===== config.mk =====
export PLATFORM = sky130hd
export DESIGN_NAME = disp_scan_ctrl
export DESIGN_NICKNAME = d
export VERILOG_FILES = /design/src/rtl/disp_pkg.sv /design/src/rtl/seg7_decode.sv /design/src/rtl/disp_scan_ctrl.sv
export SDC_FILE = /design/constraint.sdc
export NUM_CORES = 1
export LEC_CHECK = 0
export CORE_MARGIN = 2
export CORE_UTILIZATION = 53
export CTS_BUF_LIST = sky130_fd_sc_hd__clkbuf_2
export DETAILED_ROUTE_END_ITERATION = 10
export PLACE_DENSITY = 0.84
export SYNTH_ARGS = -nofsm -noshare
export SYNTH_HDL_FRONTEND = slang
export SYNTH_HIERARCHICAL = 1
export SYNTH_SLANG_ARGS = --single-unit

===== constraint.sdc =====
create_clock -name clk -period 2.3 [get_ports clk]
set_clock_uncertainty 0.1 [all_clocks]
set_input_delay 0.46 -clock clk [delete_from_list [all_inputs] [get_ports clk]]
set_output_delay 0.46 -clock clk [all_outputs]
set_load 0.05 [all_outputs]

===== src/rtl/disp_pkg.sv =====
// disp_pkg
//   Shared definitions for the 7-segment scan controller: FSM state
//   encoding, the dark segment pattern and the hex -> segment table.
package disp_pkg;

    localparam logic [1:0] ST_IDLE  = 2'd0;
    localparam logic [1:0] ST_BLANK = 2'd1;
    localparam logic [1:0] ST_SHOW  = 2'd2;

    // Active-low segment bus fully off, including the decimal point.
    localparam logic [7:0] SEG_OFF = 8'hFF;

    // Active-high {g,f,e,d,c,b,a} pattern for one hex digit.
    function automatic logic [6:0] hex7(input logic [3:0] nib);
        logic [6:0] s;
        case (nib)
            4'h0: s = 7'h3F;
            4'h1: s = 7'h06;
            4'h2: s = 7'h5B;
            4'h3: s = 7'h4F;
            4'h4: s = 7'h66;
            4'h5: s = 7'h6D;
            4'h6: s = 7'h7D;
            4'h7: s = 7'h07;
            4'h8: s = 7'h7F;
            4'h9: s = 7'h6F;
            4'hA: s = 7'h77;
            4'hB: s = 7'h7C;
            4'hC: s = 7'h39;
            4'hD: s = 7'h5E;
            4'hE: s = 7'h79;
            default: s = 7'h71;
        endcase
        return s;
    endfunction

endpackage


===== src/rtl/seg7_decode.sv =====
// seg7_decode
//   Combinational nibble + decimal point -> active-low segment bus.
//   nibble_i : hex digit to show
//   dp_i     : 1 = decimal point lit
//   seg_o    : {dp,g,f,e,d,c,b,a}, active-low
module seg7_decode
    import disp_pkg::*;
(
    input  logic [3:0] nibble_i,
    input  logic       dp_i,
    output logic [7:0] seg_o
);

    assign seg_o = ~{dp_i, hex7(nibble_i)};

endmodule


===== src/rtl/disp_scan_ctrl.sv =====
// disp_scan_ctrl
//   Time-multiplexed scan controller for a common-anode 7-segment display.
//   Each digit slot is CLK_DIV cycles: BLANK_CYC cycles dark, then the digit.
//   Display data is double-buffered; the visible copy only changes at a
//   frame boundary or while the scan is idle.
//   clk        : system clock
//   reset      : asynchronous, active-low
//   en         : 1 = scan, 0 = dark and scan held at digit 0
//   data_in    : nibble k drives digit k (k=0 rightmost)
//   dp_in      : decimal point per digit, 1 = lit
//   load       : 1-cycle strobe capturing data_in/dp_in
//   load_ack   : 1-cycle pulse when captured data becomes the visible copy
//   an         : anode select, active-low
//   seg        : {dp,g,f,e,d,c,b,a}, active-low
//   frame_done : 1-cycle pulse after the last digit slot ends
//
//   state    | meaning
//   ---------+---------------------------------------------
//   ST_IDLE  | scan stopped, display dark, shadow updates freely
//   ST_BLANK | slot start, all anodes off (anti-ghosting gap)
//   ST_SHOW  | current digit driven
module disp_scan_ctrl
    import disp_pkg::*;
#(
    parameter int CLK_DIV    = 5000,
    parameter int BLANK_CYC  = 16,
    parameter int NUM_DIGITS = 4
) (
    input  logic                    clk,
    input  logic                    reset,
    input  logic                    en,
    input  logic [4*NUM_DIGITS-1:0] data_in,
    input  logic [NUM_DIGITS-1:0]   dp_in,
    input  logic                    load,
    output logic                    load_ack,
    output logic [NUM_DIGITS-1:0]   an,
    output logic [7:0]              seg,
    output logic                    frame_done
);

    localparam int PW = $clog2(CLK_DIV);
    localparam int DW = $clog2(NUM_DIGITS);
    localparam logic [PW-1:0] PRESC_MAX  = PW'(CLK_DIV - 1);
    localparam logic [PW-1:0] BLANK_LAST = PW'(BLANK_CYC - 1);
    localparam logic [DW-1:0] PTR_MAX    = DW'(NUM_DIGITS - 1);

    logic [1:0]              state_q, state_d;
    logic [PW-1:0]           presc_q, presc_d;
    logic [DW-1:0]           ptr_q, ptr_d;
    logic                    frame_done_q, frame_done_d;
    logic [4*NUM_DIGITS-1:0] pend_data_q, pend_data_d;
    logic [NUM_DIGITS-1:0]   pend_dp_q, pend_dp_d;
    logic                    pend_q, pend_d;
    logic [4*NUM_DIGITS-1:0] shadow_data_q, shadow_data_d;
    logic [NUM_DIGITS-1:0]   shadow_dp_q, shadow_dp_d;
    logic                    load_ack_q, load_ack_d;
    logic [NUM_DIGITS-1:0]   an_q, an_d;
    logic [7:0]              seg_q, seg_d;

    logic [3:0] cur_nib;
    logic       cur_dp;
    logic [7:0] dec_seg;
    logic       shadow_upd;

    always_comb begin
        state_d      = state_q;
        presc_d      = presc_q;
        ptr_d        = ptr_q;
        frame_done_d = 1'b0;
        if (!en) begin
            state_d = ST_IDLE;
            presc_d = '0;
            ptr_d   = '0;
        end else begin
            case (state_q)
                ST_IDLE: begin
                    state_d = ST_BLANK;
                    presc_d = '0;
                    ptr_d   = '0;
                end
                ST_BLANK: begin
                    presc_d = presc_q + PW'(1);
                    if (presc_q == BLANK_LAST) state_d = ST_SHOW;
                end
                ST_SHOW: begin
                    if (presc_q == PRESC_MAX) begin
                        state_d = ST_BLANK;
                        presc_d = '0;
                        if (ptr_q == PTR_MAX) begin
                            ptr_d        = '0;
                            frame_done_d = 1'b1;
                        end else begin
                            ptr_d = ptr_q + DW'(1);
                        end
                    end else begin
                        presc_d = presc_q + PW'(1);
                    end
                end
                default: begin
                    state_d = ST_IDLE;
                    presc_d = '0;
                    ptr_d   = '0;
                end
            endcase
        end
    end

    // frame_done_q is high in the first BLANK cycle of the new frame, so a
    // swap made then is in place before digit 0 leaves its blanking gap.
    assign shadow_upd = frame_done_q || (state_q == ST_IDLE);

    always_comb begin
        pend_data_d   = pend_data_q;
        pend_dp_d     = pend_dp_q;
        pend_d        = pend_q;
        shadow_data_d = shadow_data_q;
        shadow_dp_d   = shadow_dp_q;
        load_ack_d    = 1'b0;
        if (shadow_upd) begin
            if (load) begin
                shadow_data_d = data_in;
                shadow_dp_d   = dp_in;
                pend_d        = 1'b0;
                load_ack_d    = 1'b1;
            end else if (pend_q) begin
                shadow_data_d = pend_data_q;
                shadow_dp_d   = pend_dp_q;
                pend_d        = 1'b0;
                load_ack_d    = 1'b1;
            end
        end else if (load) begin
            pend_data_d = data_in;
            pend_dp_d   = dp_in;
            pend_d      = 1'b1;
        end
    end

    assign cur_nib = shadow_data_q[{ptr_q, 2'b00} +: 4];
    assign cur_dp  = shadow_dp_q[ptr_q];

    seg7_decode u_dec (
        .nibble_i (cur_nib),
        .dp_i     (cur_dp),
        .seg_o    (dec_seg)
    );

    always_comb begin
        an_d  = '1;
        seg_d = SEG_OFF;
        if (state_q == ST_SHOW) begin
            an_d[ptr_q] = 1'b0;
            seg_d       = dec_seg;
        end
    end

    always_ff @(posedge clk or negedge reset) begin
        if (!reset) begin
            state_q       <= ST_IDLE;
            presc_q       <= '0;
            ptr_q         <= '0;
            frame_done_q  <= 1'b0;
            pend_data_q   <= '0;
            pend_dp_q     <= '0;
            pend_q        <= 1'b0;
            shadow_data_q <= '0;
            shadow_dp_q   <= '0;
            load_ack_q    <= 1'b0;
            an_q          <= '1;
            seg_q         <= SEG_OFF;
        end else begin
            state_q       <= state_d;
            presc_q       <= presc_d;
            ptr_q         <= ptr_d;
            frame_done_q  <= frame_done_d;
            pend_data_q   <= pend_data_d;
            pend_dp_q     <= pend_dp_d;
            pend_q        <= pend_d;
            shadow_data_q <= shadow_data_d;
            shadow_dp_q   <= shadow_dp_d;
            load_ack_q    <= load_ack_d;
            an_q          <= an_d;
            seg_q         <= seg_d;
        end
    end

    assign load_ack   = load_ack_q;
    assign an         = an_q;
    assign seg        = seg_q;
    assign frame_done = frame_done_q;

endmodule


After elaboration in Yosys (flattened, before gate mapping) --
Memories as Yosys holds them, arrays and structs flattened. Index checks and enable logic that the tools add are counted.
Cells by class: add/subtract/negate cells 2, $lt $le $gt $ge 2, equal/unequal tests 8, shift operators 1, mux-type cells 30, bitwise logic cells 3, reduce and logical (&&, ||, !) cells 9
Operators with widths (count):
- 16-bit two-way mux | 2
- 13-bit two-way mux | 2
- 13-bit one-hot mux with 2 select lines | 1
- 16-bit by 5-bit variable part select with 4-bit output | 1
- 13-bit by 1-bit adder with 13-bit output (second input constant) | 1
- 13-bit equality test (second input constant) | 1
- 13-bit by 4-bit equality test with 1-bit output (second input constant) | 1
- 2-bit two-way mux | 6
- 4-bit two-way mux | 3
- 1-bit two-way mux | 11
- 8-bit two-way mux | 1
- 8-bit inverter | 1
- 2-bit AND reduction | 4
- 3-bit inequality test (second input constant) | 2
- 2-bit one-hot mux with 3 select lines | 1
- 2-bit equality test (second input constant) | 2
- 4-bit inverter | 1
- 2-bit one-hot mux with 2 select lines | 1
- 2-bit nonzero test | 2
- 2-bit by 3-bit < comparator with 1-bit output (second input constant) | 1
- 2-bit by 1-bit adder with 2-bit output (second input constant) | 1
- 1-bit binary-select mux with 2-bit select | 1
- 1-bit demux with 2-bit select | 1
- 2-bit by 1-bit equality test with 1-bit output (second input constant) | 1
- other kinds (6) | 6
Storage, ports and cells: register bits 72, memory bits (read-only) 112, input bits 24, logic and storage cells 68, memories kept 1
Memories:
- (name not given) | words 16, bits a word 7, rd ports 1, clocked after memory_dff 0, wr ports 0, line disp_pkg.sv:16 | case (nib)

Longest topological paths before layout --
Gate-level depths: netlist (run 1).
word-level depth 6, depth in mapped cells 8, gate-level depth less buffers 7

Cells and area by module --
Netlist (run 1), hierarchy kept.
Modules (own cells, without submodules):
- disp_scan_ctrl | times used 1, cells an instance 269, area each 3239.4 um^2, sequential area each 1816.7 um^2
- seg7_decode | times used 1, cells an instance 33, area each 247.7 um^2, sequential area each 0.0 um^2

Worst setup path before layout (run 1) --
OpenSTA, ideal clock, no wires.
path kind register to register, start reg ptr_q[0], end reg seg_q[3], in the netlist seg[3], data arrival time 2.156 ns, data required time 2.113 ns, slack -0.043 ns, stages on the path, launching flop included 8, buffers on the path 1, clock period less this slack 2.343 ns, cell sequence dfrtp_1 > clkbuf_1 > mux4_2 > inv_1 > ha_1 > inv_1 > mux4_2 > nand2b_1
Between the ends: cells in the longest elaborated chain, start to end 4
Ends and longest elaborated chain:
- from (decl) | line disp_scan_ctrl.sv:49 | logic [DW-1:0] ptr_q, ptr_d;
- from (signal assigned) | line disp_scan_ctrl.sv:173 | ptr_q <= ptr_d;
- 16-bit by 5-bit variable part select with 4-bit output | line disp_scan_ctrl.sv:138 | assign cur_nib = shadow_data_q[{ptr_q, 2'b00} +: 4];
- net cur_nib[0] | line disp_scan_ctrl.sv:60 | logic [3:0] cur_nib;
- memory read 16 x 7 bit
- 8-bit inverter | line seg7_decode.sv:14 | assign seg_o = ~{dp_i, hex7(nibble_i)};
- net dec_seg[3] | line disp_scan_ctrl.sv:62 | logic [7:0] dec_seg;
- 8-bit two-way mux | line disp_scan_ctrl.sv:150 | if (state_q == ST_SHOW) begin
- net seg_d[3] | line disp_scan_ctrl.sv:58 | logic [7:0] seg_q, seg_d;
- to (signal assigned) | line disp_scan_ctrl.sv:182 | seg_q <= seg_d;
- to (decl) | line disp_scan_ctrl.sv:58
The timed path passes the listed nets, and every way through them passes these cells. A chain may end at the register's enable or synchronous reset.

Final worst setup path (run 1) --
start reg load_ack_q, in the netlist load_ack, end out load_ack
RTL lines:
- from (decl) | line disp_scan_ctrl.sv:56 | logic load_ack_q, load_ack_d;
- from (signal assigned) | line disp_scan_ctrl.sv:180 | load_ack_q <= load_ack_d;
- to (decl) | line disp_scan_ctrl.sv:35 | output logic load_ack,
No word-level cell between the ends.

==> flow_metrics.env, run 1 <==
export IMPL_fp_dieH_um=85.1
export IMPL_dominantRegCellSynth="dfrtp_1"
export IMPL_achievable_frequency_mhz=455
export IMPL_dr_total_vias=2295
export IMPL_timing_critical_path_to_type="output port"
export IMPL_critPathLaunchType="flop"
export IMPL_chipWidth_um=85.1
export IMPL_yosys_warnings=6
export IMPL_cts_buffers=9
export IMPL_power_leakage_nw=1.74
export IMPL_cts_max_path_buffers=2
export IMPL_grt_max_degree=42
export IMPL_syn_instance_count=302
export IMPL_synth_cell_type_count=38
export IMPL_cts_htree_levels=3
export IMPL_netlist_area_sq_um=3490
export IMPL_syn_area_per_cell_sq_um=11.5
export IMPL_timing_critical_path_buf_inv=1
export IMPL_result_of_the_run="finished, final reports clean"
export IMPL_globalRouteOverflowTotal=0
export IMPL_max_cap_viol_count=0
export IMPL_tightestPinTransition_ps=496
export IMPL_placed_area_sq_um=4010
export IMPL_layout_cell_area_non_filler_sq_um=4110
export IMPL_vdd_ir_drop_max_mv=0.744
export IMPL_routedWlPerCell_um=14.1
export IMPL_final_period_utilization=0.955
export IMPL_number_of_antenna_violations_at_the_first_check_in_global_routing=0
export IMPL_clock_sink_count=72
export IMPL_worstPathCellList="clkdlybuf4s50_1"
export IMPL_grt_pass1_vias=2273
export IMPL_floorplan_initialDensity=0.549
export IMPL_post_dp_hpwl_um=4390
export IMPL_met3WireLength_um=210
export IMPL_track_usage=0.189
export IMPL_drt_first_iter_violations=77
export IMPL_launch_instance_of_the_worst_register_to_register_path="ptr_q[0]"
export IMPL_hold_viol=0
export IMPL_fillCellCount=471
export IMPL_top_level_ports=38
export IMPL_final_core_utilization=0.648
export IMPL_synth_most_common_cell="dfrtp_1"
export IMPL_worst_hold_path_type="in -> async"
export IMPL_critical_path_peak_fanout=1
export IMPL_synth_largest_area_cell="dfrtp_1"
export IMPL_route_detailed_drc=0
export IMPL_pre_cts_slack_ps=87.7
export IMPL_synth_seq_cells=72
export IMPL_area_delta_synth_final_pct=18.0
export IMPL_clk_pin_slew_worst_paths_ps=190
export IMPL_finalSetupViolCount=0
export IMPL_timing_hold_ws_ps=313
export IMPL_synth_top_cells_by_area="dfrtp_1 43%, dfstp_2 9.0%, mux2i_1 7.2%"
export IMPL_setup_slack_ps=103
export IMPL_synth_async_reset_ratio=1.00
export IMPL_detail_route_wirelength_um=6010
export IMPL_ys_top_cells_by_count="60 x dfrtp_1, 34 x nand2_1, 25 x mux2i_1"
export IMPL_syn_nets=341
export IMPL_floorplan_die_area_sq_um=7240
export IMPL_place_gp_congestion=0.864
export IMPL_worst_path_dominant_cell_family="buffers and inverters"
export IMPL_worst_ep_arrival_time_ps=1640
export IMPL_grt_setup_unrepaired="false"
export IMPL_critPathLaunch="load_ack"
export IMPL_cpPeakStageDelay_ps=790
export IMPL_placement_rows=29
export IMPL_totalPowerFinal_mw=4.47
export IMPL_synth_top_area_frac=0.431
export IMPL_worst_r2r_setup_slack_ps=160
export IMPL_design_core_area_sq_um=6350
export IMPL_viasPerCell=5.37
export IMPL_buffer_ports_inserted=37
export IMPL_critical_path_slowest_cell="clkdlybuf4s50_1"
export IMPL_finalWorstPathRequiredPeriod_ps=2200
export IMPL_cts_tree="yes"
export IMPL_pwr_density_cell_nw_per_um2=1090
export IMPL_timing_rr_end="seg[0]"
export IMPL_sum_of_routed_wire_segments_on_met1_um=2870
export IMPL_detailroute_wirelength_met2_um=2760
export IMPL_required_ps=1740
export IMPL_synth_enable_flop_cells=0
export IMPL_top_signal_layer_used="met4"
export IMPL_clock_latency_late_sink_ps=490
export IMPL_share_of_synthesized_area_occupied_by_flip_flops_and_latches=0.521
export IMPL_maxSlewViolCount=0
export IMPL_slew_headroom=0.670
export IMPL_worstRegToRegCells=7
export IMPL_placed_cells_incl_taps=410
export IMPL_final_cells=427
export IMPL_final_setup_tns_ps=0
export IMPL_design_final_nets=386
export IMPL_grt_pass1_wl_um=10700
export IMPL_clock_root_buffer="clkbuf_2"
export IMPL_post_route_cells_drive_above_1_share=0.200
export IMPL_antenna_violating_nets_post_route=0
export IMPL_worst_setup_path_type="reg -> out"
export IMPL_drt_pass1_iter_count=4
export IMPL_antenna_cells_inserted=0
==> where the power goes <==
group / switching, mW / internal, mW
registers: 0.227 / 1.73
clock network: 0.412 / 0.230
logic: 0.995 / 0.878
total: 1.63 / 2.83
==> registers in the layout (all words and copies together) (netlist names), 2 cells and up <==
register / count
an: 4
pend_data_q: 16
pend_dp_q: 4
presc_q: 13
ptr_q: 2
seg: 8
shadow_data_q: 16
shadow_dp_q: 4
state_q: 2
==> how the worst max path moves through the flow <==
stage / endpoint / slack, ps / cells after the start
6_report: load_ack / 100 / 1
5_1_grt: seg[0] / 10 / 7
4_1_cts: seg[0] / 50 / 7
3_5_place_dp: seg[3] / 90 / 6
3_3_place_gp: seg[0] / 170 / 7
2_1_floorplan: seg[3] / 110 / 7
==> metal layers <==
layer,GRT usage,vias up
met5,0,-
met4,0.0981,0
met3,0.0350,15
met2,0.290,42
met1,0.259,1102
li1,-,1136
==> layout make-up <==
| class | instances | area (sq um) | area share |
|---|---|---|---|
| well taps | 77 | 96.3 | 0.0234 |
| clock inverters | 5 | 50.0 | 0.0122 |
| inverters | 16 | 60.1 | 0.0146 |
| flip-flops and latches | 72 | 1820 | 0.442 |
| repair buffers | 49 | 492 | 0.120 |
| clock buffers | 9 | 45.0 | 0.0109 |
| multi-input cells | 199 | 1550 | 0.377 |
==> cell families after synthesis <==
| family | after synthesis | share of synthesized area |
|---|---|---|
| fa+ha+maj | 15 | 0.0538 |
| flops | 72 | 0.521 |
| mux | 51 | 0.175 |
| buf+inv | 31 | 0.0370 |
| compound gates | 31 | 0.0624 |
| xor+xnor | 11 | 0.0276 |
| simple gates | 91 | 0.123 |
==> repair_timing <==
action,in CTS,in global routing
setup buffers,0,2
endpoints found under the setup margin,13,3
hold endpoints to repair,19,0
hold buffers,1,0
resized for setup,13,1
==> placed cells by master, fill, tap and decap left out, types with 5 or more instances in the layout <==
cell	n
dlygate4sd2_1	13
nand2b_1	9
o21ai_0	21
xnor2_1	9
dfrtp_1	59
nor3_1	5
nand2_1	34
mux2i_1	25
nor2_1	23
ha_1	15
mux2_2	20
dfstp_2	12
buf_4	7
clkdlybuf4s50_1	23
inv_1	16
clkbuf_2	9
mux4_2	6
(Power assumes the default switching activity.)
==> run 2, diff against run 1 <==
--- a/config.mk
+++ b/config.mk
@@ -6,10 +6,11 @@
 export NUM_CORES = 1
 export LEC_CHECK = 0
 export CORE_MARGIN = 2
-export CORE_UTILIZATION = 53
-export CTS_BUF_LIST = sky130_fd_sc_hd__clkbuf_2
+export CORE_UTILIZATION = 25
+export CTS_BUF_LIST = sky130_fd_sc_hd__clkbuf_8
 export DETAILED_ROUTE_END_ITERATION = 10
-export PLACE_DENSITY = 0.84
+export MAX_ROUTING_LAYER = met4
+export PLACE_DENSITY = 0.48
 export SYNTH_ARGS = -nofsm -noshare
 export SYNTH_HDL_FRONTEND = slang
 export SYNTH_HIERARCHICAL = 1
==> flow_metrics.env, run 2 (synthesized netlist as in run 1, its figures left out) <==
export IMPL_cts_tree="yes"
export IMPL_grt_max_degree=73
export IMPL_grt_pass1_vias=2235
export IMPL_timing_rr_end="seg[0]"
export IMPL_fillCellCount=1439
export IMPL_critical_path_slowest_cell="clkdlybuf4s50_1"
export IMPL_achievable_frequency_mhz=449
export IMPL_pre_cts_slack_ps=154
export IMPL_cts_buffers=9
export IMPL_worstRegToRegCells=7
export IMPL_placed_cells_incl_taps=515
export IMPL_floorplan_initialDensity=0.253
export IMPL_finalSetupViolCount=0
export IMPL_launch_instance_of_the_worst_register_to_register_path="ptr_q[0]"
export IMPL_critical_path_peak_fanout=1
export IMPL_drt_first_iter_violations=100
export IMPL_clock_sink_count=72
export IMPL_vdd_ir_drop_max_mv=0.502
export IMPL_slew_headroom=0.663
export IMPL_design_final_nets=385
export IMPL_pwr_density_cell_nw_per_um2=1120
export IMPL_post_route_cells_drive_above_1_share=0.208
export IMPL_timing_critical_path_buf_inv=1
export IMPL_mostFrequentLayoutCell="dfrtp_1"
export IMPL_maxSlewViolCount=0
export IMPL_result_of_the_run="finished, final reports clean"
export IMPL_largest_registers="pend_data_q: 16 flops, shadow_data_q: 16 flops, presc_q: 13 flops"
export IMPL_routedWlPerCell_um=12.9
export IMPL_clock_root_buffer="clkbuf_8"
export IMPL_critPathLaunch="seg[5]"
export IMPL_clk_pin_slew_worst_paths_ps=80
export IMPL_detail_route_wirelength_um=6850
export IMPL_worst_hold_path_type="in -> async"
export IMPL_final_period_utilization=0.967
export IMPL_fp_dieH_um=122
export IMPL_worst_setup_path_end="seg[5]"
export IMPL_setup_slack_ps=74.9
export IMPL_worst_r2r_setup_slack_ps=180
export IMPL_clock_latency_late_sink_ps=350
export IMPL_placement_rows=43
export IMPL_cpPeakStageDelay_ps=790
export IMPL_grt_setup_unrepaired="false"
export IMPL_cts_htree_levels=3
export IMPL_buffer_ports_inserted=37
export IMPL_final_cells=531
export IMPL_cts_max_path_buffers=2
export IMPL_route_detailed_drc=0
export IMPL_globalRouteOverflowTotal=0
export IMPL_worst_setup_path_type="reg -> out"
export IMPL_design_core_area_sq_um=13800
export IMPL_post_dp_hpwl_um=4920
export IMPL_track_usage=0.105
export IMPL_number_of_antenna_violations_at_the_first_check_in_global_routing=0
export IMPL_viasPerCell=4.25
export IMPL_top_level_ports=38
export IMPL_final_setup_tns_ps=0
export IMPL_antenna_violating_nets_post_route=0
export IMPL_worst_ep_arrival_time_ps=1670
export IMPL_antenna_cells_inserted=0
export IMPL_timing_critical_path_to_type="output port"
export IMPL_final_cell_mix="59 x dfrtp_1, 36 x clkdlybuf4s50_1, 34 x nand2_1"
export IMPL_worstPathCellList="clkdlybuf4s50_1"
export IMPL_timing_critical_path_depth=1
export IMPL_floorplan_die_area_sq_um=14900
export IMPL_place_gp_congestion=0.750
export IMPL_postCtsHoldBufs=0
export IMPL_tightestPinTransition_ps=504
export IMPL_worst_path_dominant_cell_family="buffers and inverters"
export IMPL_grt_pass1_wl_um=11500
export IMPL_power_leakage_nw=1.80
export IMPL_chipWidth_um=122
export IMPL_final_core_utilization=0.316
export IMPL_totalPowerFinal_mw=4.87
export IMPL_drt_pass1_iter_count=4
export IMPL_max_cap_viol_count=0
export IMPL_critPathLaunchType="flop"
export IMPL_area_delta_synth_final_pct=24.8
export IMPL_finalWorstPathRequiredPeriod_ps=2230
export IMPL_dr_total_vias=2256
export IMPL_required_ps=1740
export IMPL_hold_viol=0
-- run 2: worst min-delay path by stage --
stage	slack [ps]	cells after the start	startpoint	endpoint
2_1_floorplan	60	0	reset	frame_done
3_3_place_gp	350	1	presc_q[0]	presc_q[0]
3_5_place_dp	360	1	presc_q[0]	presc_q[0]
4_1_cts	30	2	reset	pend_data_q[0]
5_1_grt	40	2	reset	pend_data_q[4]
6_report	8	2	reset	pend_data_q[0]
-- run 2: final cells by class --
class,count,area (sq um),area share
multi-input combinational,199,1550,0.357
tap,180,225,0.0518
timing repair buffer,48,498,0.114
inverter,16,60.1,0.0138
clock buffer,10,138,0.0316
clock inverter,6,60.1,0.0138
sequential,72,1820,0.418
-- run 2: timing repair --
item	4_1_cts	5_1_grt
resized for setup	0	1
setup buffers	0	0
setup endpoints to repair	0	1
-- run 2: power by group --
| part | leakage [nW] | internal, mW | switching, mW |
|---|---|---|---|
| sequential | 0.882 | 1.73 | 0.222 |
| combinational | 0.816 | 0.919 | 0.985 |
| clock | 0.103 | 0.524 | 0.482 |
-- run 2: per-stage QoR --
step / hold slack [ps] / area (sq um)
floorplan: 64.4 / 3490
global placement: 350 / 4150
detailed placement: 365 / 4150
CTS: 31.5 / 4350
global route: 40.0 / 4350
finish: 7.86 / 4350
-- run 2: per-layer routing --
metal | share of wire | global-route usage
met2 | 0.43 | 0.146
met1 | 0.50 | 0.141
met3 | 0.046 | 0.0346
met5 | 0 | -
met4 | 0.017 | 0.0388
